<file path="src/rtl/usb_ep_pkg.sv">
// Shared types and helpers for the USB OUT endpoint slot controller.
package usb_ep_pkg;

   typedef enum logic [1:0] {
      ST_IDLE = 2'd0,
      ST_FILL = 2'd1,
      ST_DROP = 2'd2
   } ep_state_e;

   localparam int STAT_W = 16;

   // 32-bit word address of the first byte of a slot of 2^slot_aw bytes.
   function automatic int unsigned slot_base(input int unsigned slot, input int unsigned slot_aw);
      return slot << (slot_aw - 2);
   endfunction

endpackage

</file>
<file path="src/rtl/usb_ep_slot_fifo.sv">
// Slot bookkeeping: write/read slot pointers, fill count and per-slot packet lengths.
module usb_ep_slot_fifo
   import usb_ep_pkg::*;
#(
   parameter int NSLOT   = 2,
   parameter int SLOT_AW = 6,
   parameter int PW      = $clog2(NSLOT)
) (
   input  logic               clk,
   input  logic               rst_n,
   input  logic               push,
   input  logic [SLOT_AW:0]   push_len,
   input  logic               pop,
   output logic [PW-1:0]      wr_slot,
   output logic [PW-1:0]      rd_slot,
   output logic [SLOT_AW:0]   rd_len,
   output logic               full,
   output logic               empty
);

   localparam int CW = $clog2(NSLOT + 1);

   logic [CW-1:0]    count;
   logic [SLOT_AW:0] len [NSLOT];
   logic             push_ok;
   logic             pop_ok;

   assign full    = (count == CW'(NSLOT));
   assign empty   = (count == '0);
   assign pop_ok  = pop & ~empty;
   // A release in the same cycle frees room for the commit.
   assign push_ok = push & (~full | pop_ok);
   assign rd_len  = len[rd_slot];

   always_ff @(posedge clk or negedge rst_n) begin
      if (!rst_n) begin
         wr_slot <= '0;
         rd_slot <= '0;
         count   <= '0;
         for (int i = 0; i < NSLOT; i++) len[i] <= '0;
      end else begin
         if (push_ok) begin
            len[wr_slot] <= push_len;
            wr_slot      <= wr_slot + PW'(1);
         end
         if (pop_ok) rd_slot <= rd_slot + PW'(1);
         if (push_ok && !pop_ok)      count <= count + CW'(1);
         else if (pop_ok && !push_ok) count <= count - CW'(1);
      end
   end

endmodule

</file>
<file path="src/rtl/usb_ep_slot_ctrl.sv">
// OUT endpoint slot controller: packet FSM, RAM write address generation, CPU slot view.
// Optional statistics counters are enabled by defining USB_EP_SLOT_STATS_EN.
//
// state | meaning
// IDLE  | waiting for p_start
// FILL  | receiving bytes into slot wr_slot
// DROP  | NAKed packet, bytes ignored until commit/abort
module usb_ep_slot_ctrl
   import usb_ep_pkg::*;
#(
   parameter int NSLOT   = 2,
   parameter int SLOT_AW = 6,
   parameter int AWIDTH  = 11
) (
   input  logic                clk,
   input  logic                rst_n,
   input  logic                p_start,
   input  logic                p_wr,
   input  logic                p_commit,
   input  logic                p_abort,
   output logic                p_ready,
   output logic                p_ovf,
   output logic [AWIDTH-1:0]   buf_wr_addr,
   output logic                buf_wr_en,
   output logic                c_valid,
   output logic [AWIDTH-3:0]   c_base,
   output logic [SLOT_AW:0]    c_len,
   input  logic                c_release
`ifdef USB_EP_SLOT_STATS_EN
   ,
   input  logic                stat_clr,
   output logic [STAT_W-1:0]   stat_nak,
   output logic [STAT_W-1:0]   stat_ovf
`endif
);

   localparam int PW = $clog2(NSLOT);

   ep_state_e        state, state_nxt;
   logic [SLOT_AW:0] bptr, bptr_nxt;
   logic             ovf_nxt;
   logic             push;
   logic [PW-1:0]    wr_slot, rd_slot;
   logic             full, empty;

   usb_ep_slot_fifo #(
      .NSLOT   (NSLOT),
      .SLOT_AW (SLOT_AW),
      .PW      (PW)
   ) u_fifo (
      .clk      (clk),
      .rst_n    (rst_n),
      .push     (push),
      .push_len (bptr),
      .pop      (c_release),
      .wr_slot  (wr_slot),
      .rd_slot  (rd_slot),
      .rd_len   (c_len),
      .full     (full),
      .empty    (empty)
   );

   assign p_ready     = ~full;
   assign c_valid     = ~empty;
   assign c_base      = (AWIDTH-2)'(slot_base(32'(rd_slot), SLOT_AW));
   assign buf_wr_addr = AWIDTH'({wr_slot, bptr[SLOT_AW-1:0]});
   assign buf_wr_en   = p_wr & (state == ST_FILL) & ~bptr[SLOT_AW];

   always_ff @(posedge clk or negedge rst_n) begin
      if (!rst_n) begin
         state <= ST_IDLE;
         bptr  <= '0;
         p_ovf <= 1'b0;
      end else begin
         state <= state_nxt;
         bptr  <= bptr_nxt;
         p_ovf <= ovf_nxt;
      end
   end

   always_comb begin
      state_nxt = state;
      bptr_nxt  = bptr;
      ovf_nxt   = p_ovf;
      push      = 1'b0;
      // A start from any state begins a fresh packet; the NAK decision uses the registered count.
      if (p_start) begin
         if (p_ready) begin
            state_nxt = ST_FILL;
            bptr_nxt  = '0;
            ovf_nxt   = 1'b0;
         end else begin
            state_nxt = ST_DROP;
         end
      end else begin
         case (state)
            ST_FILL: begin
               if (p_abort) begin
                  state_nxt = ST_IDLE;
               end else if (p_commit) begin
                  push      = ~p_ovf;
                  state_nxt = ST_IDLE;
               end else if (p_wr) begin
                  if (!bptr[SLOT_AW]) bptr_nxt = bptr + (SLOT_AW+1)'(1);
                  else                ovf_nxt  = 1'b1;
               end
            end
            ST_DROP: begin
               if (p_commit || p_abort) state_nxt = ST_IDLE;
            end
            default: ;
         endcase
      end
   end

`ifdef USB_EP_SLOT_STATS_EN
   logic nak_evt, ovf_evt;

   assign nak_evt = p_start & ~p_ready;
   assign ovf_evt = ~p_start & (state == ST_FILL) & ~p_abort & p_commit & p_ovf;

   always_ff @(posedge clk or negedge rst_n) begin
      if (!rst_n) begin
         stat_nak <= '0;
         stat_ovf <= '0;
      end else if (stat_clr) begin
         stat_nak <= '0;
         stat_ovf <= '0;
      end else begin
         if (nak_evt && stat_nak != '1) stat_nak <= stat_nak + STAT_W'(1);
         if (ovf_evt && stat_ovf != '1) stat_ovf <= stat_ovf + STAT_W'(1);
      end
   end
`endif

endmodule

</file>
<file path="config.mk">
export PLATFORM = sky130hd
export DESIGN_NAME = usb_ep_slot_ctrl
export DESIGN_NICKNAME = d
export VERILOG_FILES = /design/src/rtl/usb_ep_pkg.sv /design/src/rtl/usb_ep_slot_fifo.sv /design/src/rtl/usb_ep_slot_ctrl.sv
export SDC_FILE = /design/constraint.sdc
export NUM_CORES = 1
export LEC_CHECK = 0
export CELL_PAD_IN_SITES_DETAIL_PLACEMENT = 0
export CELL_PAD_IN_SITES_GLOBAL_PLACEMENT = 2
export CORE_AREA = 2 2 74 76
export CTS_CLUSTER_DIAMETER = 100
export DETAILED_ROUTE_END_ITERATION = 10
export DIE_AREA = 0 0 76 78
export PLACE_DENSITY_LB_ADDON = 0.1
export SYNTH_ARGS = -nofsm -noshare
export SYNTH_HDL_FRONTEND = slang
export SYNTH_SLANG_ARGS = --single-unit
export TNS_END_PERCENT = 5
</file>
<file path="constraint.sdc">
create_clock -name clk -period 2.15 [get_ports clk]
set_input_delay 0.215 -clock clk [delete_from_list [all_inputs] [get_ports clk]]
set_output_delay 0.215 -clock clk [all_outputs]
set_load 0.05 [all_outputs]
</file>
==> impl_metrics.env, run 1 <==
export IMPL_worstMarginPinSlew_ns=0.604
export IMPL_portBuffers=25
export IMPL_clk_latency_ns=0.28
export IMPL_place_inst=225
export IMPL_track_usage_pct=11.4
export IMPL_drive_gt1_share_pct=22.6
export IMPL_critPathLaunchType="flop"
export IMPL_ys_warn_count=0
export IMPL_grt_pass1_wl_microns=5350
export IMPL_clock_sinks=28
export IMPL_core_area_sq_um=5040
export IMPL_async_flop_share_pct=100
export IMPL_synth_flop_cell="dfrtp_1"
export IMPL_drt_first_pass_iters=4
export IMPL_hold_class="in -> async"
export IMPL_antennaDiodeCount=0
export IMPL_nFillCells=514
export IMPL_syn_cell_area_sq_um=1520
export IMPL_grt_max_degree=29
export IMPL_cts_buffer_depth=2
export IMPL_htreeDepth=1
export IMPL_worstSetupPathType="reg -> out"
export IMPL_rsz0062_at_grt="false"
export IMPL_vias=1061
export IMPL_drc=0
export IMPL_path_max_fanout=9
export IMPL_synth_top_cell_by_area="dfrtp_1"
export IMPL_design_area_sq_um=1860
export IMPL_fin_crit_sh_pct=96.0
export IMPL_dpl_hpwl_microns=2410
export IMPL_leakagePower_nw=0.845
export IMPL_max_slew_margin_pct=59.2
export IMPL_gp_congestion=0.722
export IMPL_skew_ns=0.00701
export IMPL_grt_pass1_vias=1055
export IMPL_outcome="complete, no violations"
export IMPL_synth_edf_count=0
export IMPL_hold_viol_final=0
export IMPL_slew_violations=0
export IMPL_synth_cells=134
export IMPL_numCtsBuffers=3
export IMPL_gr_total_overflow=0
export IMPL_setup_ws_ns=0.0865
export IMPL_crit_required_ns=1.93
export IMPL_synth_area_leaders="dfrtp_1 46%, mux2_2 14%, buf_4 9.9%"
export IMPL_die_width_microns=76
export IMPL_placed_area_sq_um=1800
export IMPL_initial_utilization_pct=30.2
export IMPL_wire_per_inst_microns=14.1
export IMPL_totalWireLength_microns=3240
export IMPL_clk_pin_slew_ns=0.10
export IMPL_fin_nets=169
export IMPL_clock_tree_root_cell="clkbuf_8"
export IMPL_hold_buffers=0
export IMPL_die_area_sq_um=5930
export IMPL_worstSetupEndpointType="primary output"
export IMPL_clock_fmax_ghz=0.485
export IMPL_finalSetupViolCount=0
export IMPL_cts_tree="built"
export IMPL_avgSynthCellArea_sq_um=11.4
export IMPL_drv_cap=0
export IMPL_yosysSeqAreaShare_pct=46.1
export IMPL_ys_ff_latch=28
export IMPL_netlist_area_leader_share_pct=46.1
export IMPL_p_per_area_nw_per_um2=1040
export IMPL_crit_arrival_ns=1.85
export IMPL_die_y_microns=78
export IMPL_timing_rr_start="u_fifo.count[0]"
export IMPL_area_growth_pct=22.3
export IMPL_drt_iter0_drc=37
export IMPL_via_per_inst=4.63
export IMPL_crit_path_start="u_fifo.rd_slot"
export IMPL_row_count=26
export IMPL_io_pin_count=38
export IMPL_instances_no_fill=229
export IMPL_synth_cell_types=38
export IMPL_final_util_pct=36.9
export IMPL_tns_ns=0
export IMPL_postRouteAntennaNets=0
export IMPL_min_period_ns=2.06
export IMPL_vdd_drop_max_v=0.000583
export IMPL_antenna_found_initial=0
export IMPL_pre_cts_ws_ns=0.125
report_power, final:
group / internal, W / switching [W] / total [W]
Clock: 0.000164 / 0.000162 / 0.000326
Sequential: 0.000627 / 0.000134 / 0.000761
Combinational: 0.000334 / 0.000522 / 0.000856
per-stage QoR:
step	hold slack, ns	power (W)
CTS	0.322	0.00196
global placement	0.472	0.00162
floorplan	-0.0806	0.00140
detailed placement	0.477	0.00163
global route	0.339	0.00205
finish	0.307	0.00194
worst paths after layout:
check,to,slack [ns],depth (start not counted)
worst max register to register,u_fifo.count[1],0.37,6
max in group asynchronous,u_fifo.rd_slot,1.56,2
min in group clk,u_fifo.len[13],0.49,1
worst min register to register,u_fifo.len[13],0.49,1
worst min-delay path,u_fifo.len[10],0.31,2
worst max-delay path,c_len[6],0.09,2
critical path, stage by stage (launching register included):
cell	delay, ns
dfrtp_2	0.51
mux2_2	0.37
clkdlybuf4s50_1	0.70
area by class of cell:
type / count / area, sq um / share of cell area (%)
repair buffers: 32 / 313 / 16.8
well taps: 70 / 87.6 / 4.71
flip-flops and latches: 28 / 702 / 37.7
inverters: 3 / 11.3 / 0.605
multi-input cells: 92 / 692 / 37.2
clock buffers: 4 / 55.1 / 2.96
layout by cell type, fill, tap and decap left out, types with 3 or more instances in the layout:
cell and count:
nand2_1 7, nand3_1 7, clkdlybuf4s50_1 24, xor2_1 3
o21ai_0 3, conb_1 12, mux2_2 19, dfrtp_1 27
inv_1 3, buf_4 7, o211ai_1 3, clkbuf_8 4
kinds of logic (layout without fill, tap and decap cells):
logic type | Yosys count | in the layout | share of synthesized area [%]
xor+xnor | 5 | 5 | 2.88
fa+ha+maj | 2 | 2 | 1.64
mux | 23 | 23 | 16.9
flops | 28 | 28 | 46.1
buf+inv | 25 | 39 | 11.2
compound gates | 17 | 17 | 7.48
simple gates | 33 | 33 | 13.7
other cells | 1 | 12 | 0.246
routing by layer:
metal	wire length, microns	vias up	GRT usage [%]
li1	-	498	-
met1	1420	527	13.8
met2	1640	34	20.4
met3	165	2	3.02
met4	15	0	2.18
met5	0	-	0
Yosys cell counts (2+ instances only):
cell type,number
or3b_1,2
nand3_1,7
nor4_1,2
o211ai_1,3
mux2i_1,2
xor2_1,3
ha_1,2
mux2_1,2
dfrtp_1,28
nor2_1,2
xnor2_1,2
nand2_1,7
mux2_2,19
buf_4,20
nor4b_1,2
or4_1,2
o31ai_1,2
a21boi_1,2
o21ai_0,3
inv_1,3
a21oi_1,2
flip-flops by register name, summed over array words and instances (netlist names):
| register | count |
|---|---|
| p_ovf | 1 |
| bptr | 7 |
| u_fifo.wr_slot | 1 |
| u_fifo.count | 2 |
| u_fifo.rd_slot | 1 |
| u_fifo.len | 14 |
| state | 2 |
what timing repair did:
action | CTS | global route
buffers inserted | 0 | 0
endpoints found under the setup margin | 7 | 0
hold endpoints to repair | 0 | 0
resized for setup | 1 | 0
No activity file was read; power rests on OpenSTA's default activity.
==> run 2, diff against run 1 <==
- CORE_AREA: 2 2 74 76 -> 2 2 66 68
- DIE_AREA: 0 0 76 78 -> 0 0 68 70
- DONT_BUFFER_PORTS: default -> 1
==> run 2 against run 1 <==
Critical endpoint is now bptr[4]; combinational power decreased by 11%; hold slack got worse by 0.28 ns; critical path depth increased by 1; wire length decreased by 9.8%; sequential power decreased by 2%; register-to-register slack got worse by 0.04 ns; highest routed layer unchanged; final area decreased by 12%; count of clock-buffer cells in the layout unchanged; global-route usage increased by 2.0 points.
==> impl_metrics.env, run 2 (synthesis gave the netlist of run 1 again) <==
export IMPL_outcome="complete, no violations"
export IMPL_final_common_cell="dfrtp_1"
export IMPL_rsz0062_at_grt="false"
export IMPL_initial_utilization_pct=36.7
export IMPL_critPathLaunchType="flop"
export IMPL_htreeDepth=1
export IMPL_antennaDiodeCount=0
export IMPL_instances_no_fill=193
export IMPL_io_pin_count=38
export IMPL_clock_fmax_ghz=0.549
export IMPL_fin_crit_sh_pct=84.7
export IMPL_worstSetupPathType="reg -> reg"
export IMPL_clock_tree_root_cell="clkbuf_8"
export IMPL_die_y_microns=70
export IMPL_grt_max_degree=29
export IMPL_wire_per_inst_microns=15.1
export IMPL_drt_iter0_drc=41
export IMPL_cts_resized_gates=0
export IMPL_path_buf_inv=0
export IMPL_worstSetupEndpointType="flop"
export IMPL_hold_class="in -> reg"
export IMPL_clk_latency_ns=0.27
export IMPL_cts_buffer_depth=2
export IMPL_grtUsageMet3_pct=3.06
export IMPL_grt_met2_usage_pct=21.8
export IMPL_antenna_found_initial=0
export IMPL_worstRegToRegCells=3
export IMPL_skew_ns=0.00674
export IMPL_reg2reg_slack_ns=0.33
export IMPL_postRouteAntennaNets=0
export IMPL_crit_arrival_ns=2.01
export IMPL_crit_required_ns=2.34
export IMPL_vias=988
export IMPL_clock_sinks=28
export IMPL_reg_top3="u_fifo.len: 14 flops, bptr: 7 flops"
export IMPL_die_width_microns=68
export IMPL_worstMarginPinSlew_ns=0.601
export IMPL_vdd_drop_max_v=0.000385
export IMPL_setup_ws_ns=0.328
export IMPL_path_max_fanout=8
export IMPL_area_growth_pct=8.06
export IMPL_r2r_end="bptr[4]"
export IMPL_hold_buffers=2
export IMPL_dpl_hpwl_microns=2220
export IMPL_die_area_sq_um=4760
export IMPL_cts_setup_buffers=0
export IMPL_totalWireLength_microns=2920
export IMPL_numCtsBuffers=3
export IMPL_max_slew_margin_pct=59.9
export IMPL_drt_first_pass_iters=4
export IMPL_critPathSlowestCell="or4b_4"
export IMPL_hold_path_startpoint="p_start"
export IMPL_clk_pin_slew_ns=0.10
export IMPL_track_usage_pct=13.4
export IMPL_grt_busiest_layer="met2"
export IMPL_finalSetupViolCount=0
export IMPL_slowest_delay_ns=0.60
export IMPL_drc=0
export IMPL_min_period_ns=1.82
export IMPL_grt_pass1_vias=977
export IMPL_drv_cap=0
export IMPL_p_per_area_nw_per_um2=1110
export IMPL_use_met1_pct=18.1
export IMPL_final_util_pct=39.7
export IMPL_gp_congestion=0.711
export IMPL_cts_tree="built"
export IMPL_leakagePower_nw=0.790
export IMPL_gr_total_overflow=0
export IMPL_largest_reg_flops=14
export IMPL_pre_cts_ws_ns=0.334
export IMPL_hold_viol_final=0
export IMPL_power_total_w=0.00183
export IMPL_hold_depth=1
export IMPL_grt_pass1_wl_microns=4840
export IMPL_regMostFlops="u_fifo.len"
export IMPL_crit_family="simple AND/OR/NAND/NOR gates"
export IMPL_core_area_sq_um=4140
export IMPL_place_inst=187
export IMPL_drive_gt1_share_pct=28.4
export IMPL_row_count=24
export IMPL_worstPathCellList="or4b_4 > or4_1 > a21boi_1"
export IMPL_layout_common_cells="28 x dfrtp_1, 19 x mux2_2, 12 x conb_1, 12 x buf_4"
export IMPL_timing_rr_start="bptr[6]"
export IMPL_tns_ns=0
export IMPL_whs_endpoint="p_ovf"
export IMPL_slew_violations=0
export IMPL_portBuffers=0
export IMPL_via_per_inst=5.12
export IMPL_fin_nets=151
==> run 2: changes by cell type in the layout (fill, tap and decap cells not counted), sizes merged <==
| cell | delta |
|---|---|
| buf | +5 |
| clkdlybuf4s50 | -24 |
| dlygate4sd3 | +1 |
==> run 2: area by class of cell <==
type	count	area, sq um
Fill cell	414	2500
Clock buffer	4	55.1
Multi-Input combinational cell	92	692
Timing Repair Buffer	14	120
Tap cell	52	65.1
Sequential cell	28	701
Inverter	3	11.3
==> run 2: worst max-delay path by stage <==
stage | from | end | depth (start not counted)
final | bptr[6] | bptr[4] | 3
after global placement | bptr[6] | bptr[4] | 3
after detailed placement | bptr[6] | bptr[4] | 3
after CTS | bptr[6] | bptr[4] | 3
after floorplan | bptr[6] | buf_wr_en | 1
after global routing | bptr[6] | bptr[4] | 3
==> run 2: layer usage <==
layer / part of all wire, % / up-vias
met4: 0.58 / 0
li1: - / 468
met5: 0 / -
met3: 5.3 / 2
met1: 46 / 500
met2: 48 / 18
==> run 2: power breakdown <==
group / switching [W] / leakage [nW] / internal [W]
clock network: 0.000155 / 0.0288 / 0.000163
registers: 0.000123 / 0.377 / 0.000625
logic: 0.000513 / 0.385 / 0.000246
total: 0.000791 / 0.790 / 0.00103
==> run 2: stage by stage <==
step | cell area [sq um] | hold WS (ns)
after global placement | 1560 | -0.0797
after floorplan | 1560 | -0.0806
after CTS | 1640 | 0.0146
after global routing | 1640 | 0.0282
after detailed placement | 1560 | -0.0796
final | 1640 | 0.0283
==> run 3, diff against run 2 <==
- CORE_AREA: 2 2 66 68 -> 2 2 69 71
- DIE_AREA: 0 0 68 70 -> 0 0 71 73
- clock period: 2.15 -> 1.65 ns (I/O delays scaled with it)
==> run 3 against run 2 <==
Largest power group unchanged; maximum frequency increased by 12%; wire length grew 11%; largest cell class is now multi-input combinational cells; first-iteration DRC count is 2.4% lower; sequential power up 26%; total power rose by 39%.
==> impl_metrics.env, run 3 (synthesis gave the netlist of run 1 again) <==
export IMPL_outcome="complete, no violations"
export IMPL_regMostFlops="u_fifo.len"
export IMPL_crit_required_ns=1.86
export IMPL_leakagePower_nw=0.862
export IMPL_pwr_share_clk_pct=17.0
export IMPL_die_y_microns=73
export IMPL_initial_utilization_pct=33.5
export IMPL_path_max_fanout=3
export IMPL_final_util_pct=39.4
export IMPL_p_per_area_nw_per_um2=1420
export IMPL_register_area_sq_um=702
export IMPL_clk_latency_ns=0.27
export IMPL_clock_sinks=28
export IMPL_internal_power_w=0.00146
export IMPL_die_width_microns=71
export IMPL_clk_pin_slew_ns=0.10
export IMPL_portBuffers=0
export IMPL_drive_gt1_share_pct=37.5
export IMPL_final_common_cell="dfrtp_1"
export IMPL_multi_input_area_sq_um=719
export IMPL_track_usage_pct=13.4
export IMPL_largest_reg_flops=14
export IMPL_worstSetupEndpointType="flop"
export IMPL_io_pin_count=38
export IMPL_clock_tree_root_cell="clkbuf_8"
export IMPL_slew_violations=0
export IMPL_row_count=25
export IMPL_layout_common_cells="27 x dfrtp_1, 20 x buf_4, 19 x mux2_2, 12 x conb_1"
export IMPL_drt_first_pass_iters=4
export IMPL_rsz0062_at_grt="true"
export IMPL_hold_depth=2
export IMPL_gr_total_overflow=0
export IMPL_netSwitchingPower_w=0.00108
export IMPL_antennaDiodeCount=0
export IMPL_nFillCells=472
export IMPL_grt_pass1_vias=1057
export IMPL_design_area_sq_um=1790
export IMPL_crit_arrival_ns=1.84
export IMPL_drc=0
export IMPL_min_period_ns=1.63
export IMPL_critPathLaunchType="flop"
export IMPL_postRouteAntennaNets=0
export IMPL_antenna_found_initial=0
export IMPL_hold_viol_final=0
export IMPL_totalWireLength_microns=3240
export IMPL_drv_cap=0
export IMPL_wire_per_inst_microns=15.7
export IMPL_skew_ns=0.00150
export IMPL_tns_ns=0
export IMPL_area_growth_pct=17.4
export IMPL_whs_ns=0.0766
export IMPL_swShare_pct=42.5
export IMPL_dpl_hpwl_microns=2390
export IMPL_grt_pass1_wl_microns=5460
export IMPL_cts_tree="built"
export IMPL_finalSetupViolCount=0
export IMPL_die_area_sq_um=5180
export IMPL_vias=1031
export IMPL_hold_class="in -> reg"
export IMPL_via_per_inst=5.00
export IMPL_htreeDepth=1
export IMPL_clock_fmax_ghz=0.613
export IMPL_fin_nets=162
export IMPL_drt_iter0_drc=40
export IMPL_comb_power_share_pct=46.0
export IMPL_numCtsBuffers=3
export IMPL_fin_crit_sh_pct=98.8
export IMPL_placed_area_sq_um=1660
export IMPL_grt_max_degree=29
export IMPL_gp_congestion=0.812
export IMPL_instances_no_fill=206
export IMPL_place_inst=198
export IMPL_reg_top3="u_fifo.len: 14 flops, bptr: 7 flops"
export IMPL_cts_buffer_depth=2
export IMPL_worstSetupPathType="reg -> reg"
export IMPL_core_area_sq_um=4540
export IMPL_worstRegToRegCells=6
export IMPL_vdd_drop_max_v=0.000584
export IMPL_pwr_share_seq_pct=37.0
[run 3: cell types whose count changed in the layout (fill, tap and decap cells not counted), moves of 2 or more]
cell / delta
buf_12: +2
buf_4: +8
or3b_1: -2
or3b_4: +2
[run 3: stage by stage]
stage,worst slack [ns],total power (W)
final,0.0197,0.00254
after CTS,0.0110,0.00257
after floorplan,-0.0111,0.00183
after global routing,-0.0609,0.00269
after detailed placement,-0.0350,0.00207
after global placement,0.0262,0.00204
[run 3: per-layer routing]
metal	GRT usage (%)	share of wire, %	vias to the layer above
met5	0	0	-
met4	3.77	1.2	0
met3	2.49	3.9	4
met2	22.6	51	20
met1	17.7	44	521
li1	-	-	486
[run 3: critical path: stages, from the launching register on]
cell     delay, ns
dfrtp_1       0.39
or3b_4        0.39
and3_4        0.19
ha_1          0.19
xor2_1        0.14
nor2_1        0.12
xor2_1        0.15
[run 3: area by class of cell]
class	count	share of cell area (%)
Multi-Input combinational cell	92	40.3
Sequential cell	28	39.3
Timing Repair Buffer	25	12.9
Tap cell	54	3.78
Clock buffer	4	3.08
Inverter	3	0.631
[run 3: what timing repair did]
| item | in CTS | in global routing |
|---|---|---|
| endpoints found under the setup margin | 3 | 18 |
| endpoints found under the hold margin | 29 | 0 |
| pin swaps | 3 | 0 |
| hold buffers | 3 | 0 |
| gates resized for setup | 2 | 4 |
| cloned | 0 | 0 |
| setup buffers | 1 | 0 |
[run 3: worst paths after layout]
check                      slack, ns               to       startpoint
min                             0.08   u_fifo.rd_slot        c_release
min in group asynchronous       0.32   u_fifo.len[13]            rst_n
max in group asynchronous       1.16   u_fifo.rd_slot            rst_n
max reg2reg                     0.02  u_fifo.count[1]  u_fifo.count[0]
max                             0.02  u_fifo.count[1]  u_fifo.count[0]
min reg2reg                     0.50    u_fifo.len[6]    u_fifo.len[6]
[run 3: power groups by stage]
stage               sequential [W]  combinational (W)  clock, W
detailed placement        0.000958            0.00111         0
global placement          0.000950            0.00109         0
global route              0.000973            0.00124  0.000480
CTS                       0.000939            0.00117  0.000458
floorplan                 0.000926           0.000907         0
finish                    0.000939            0.00117  0.000430
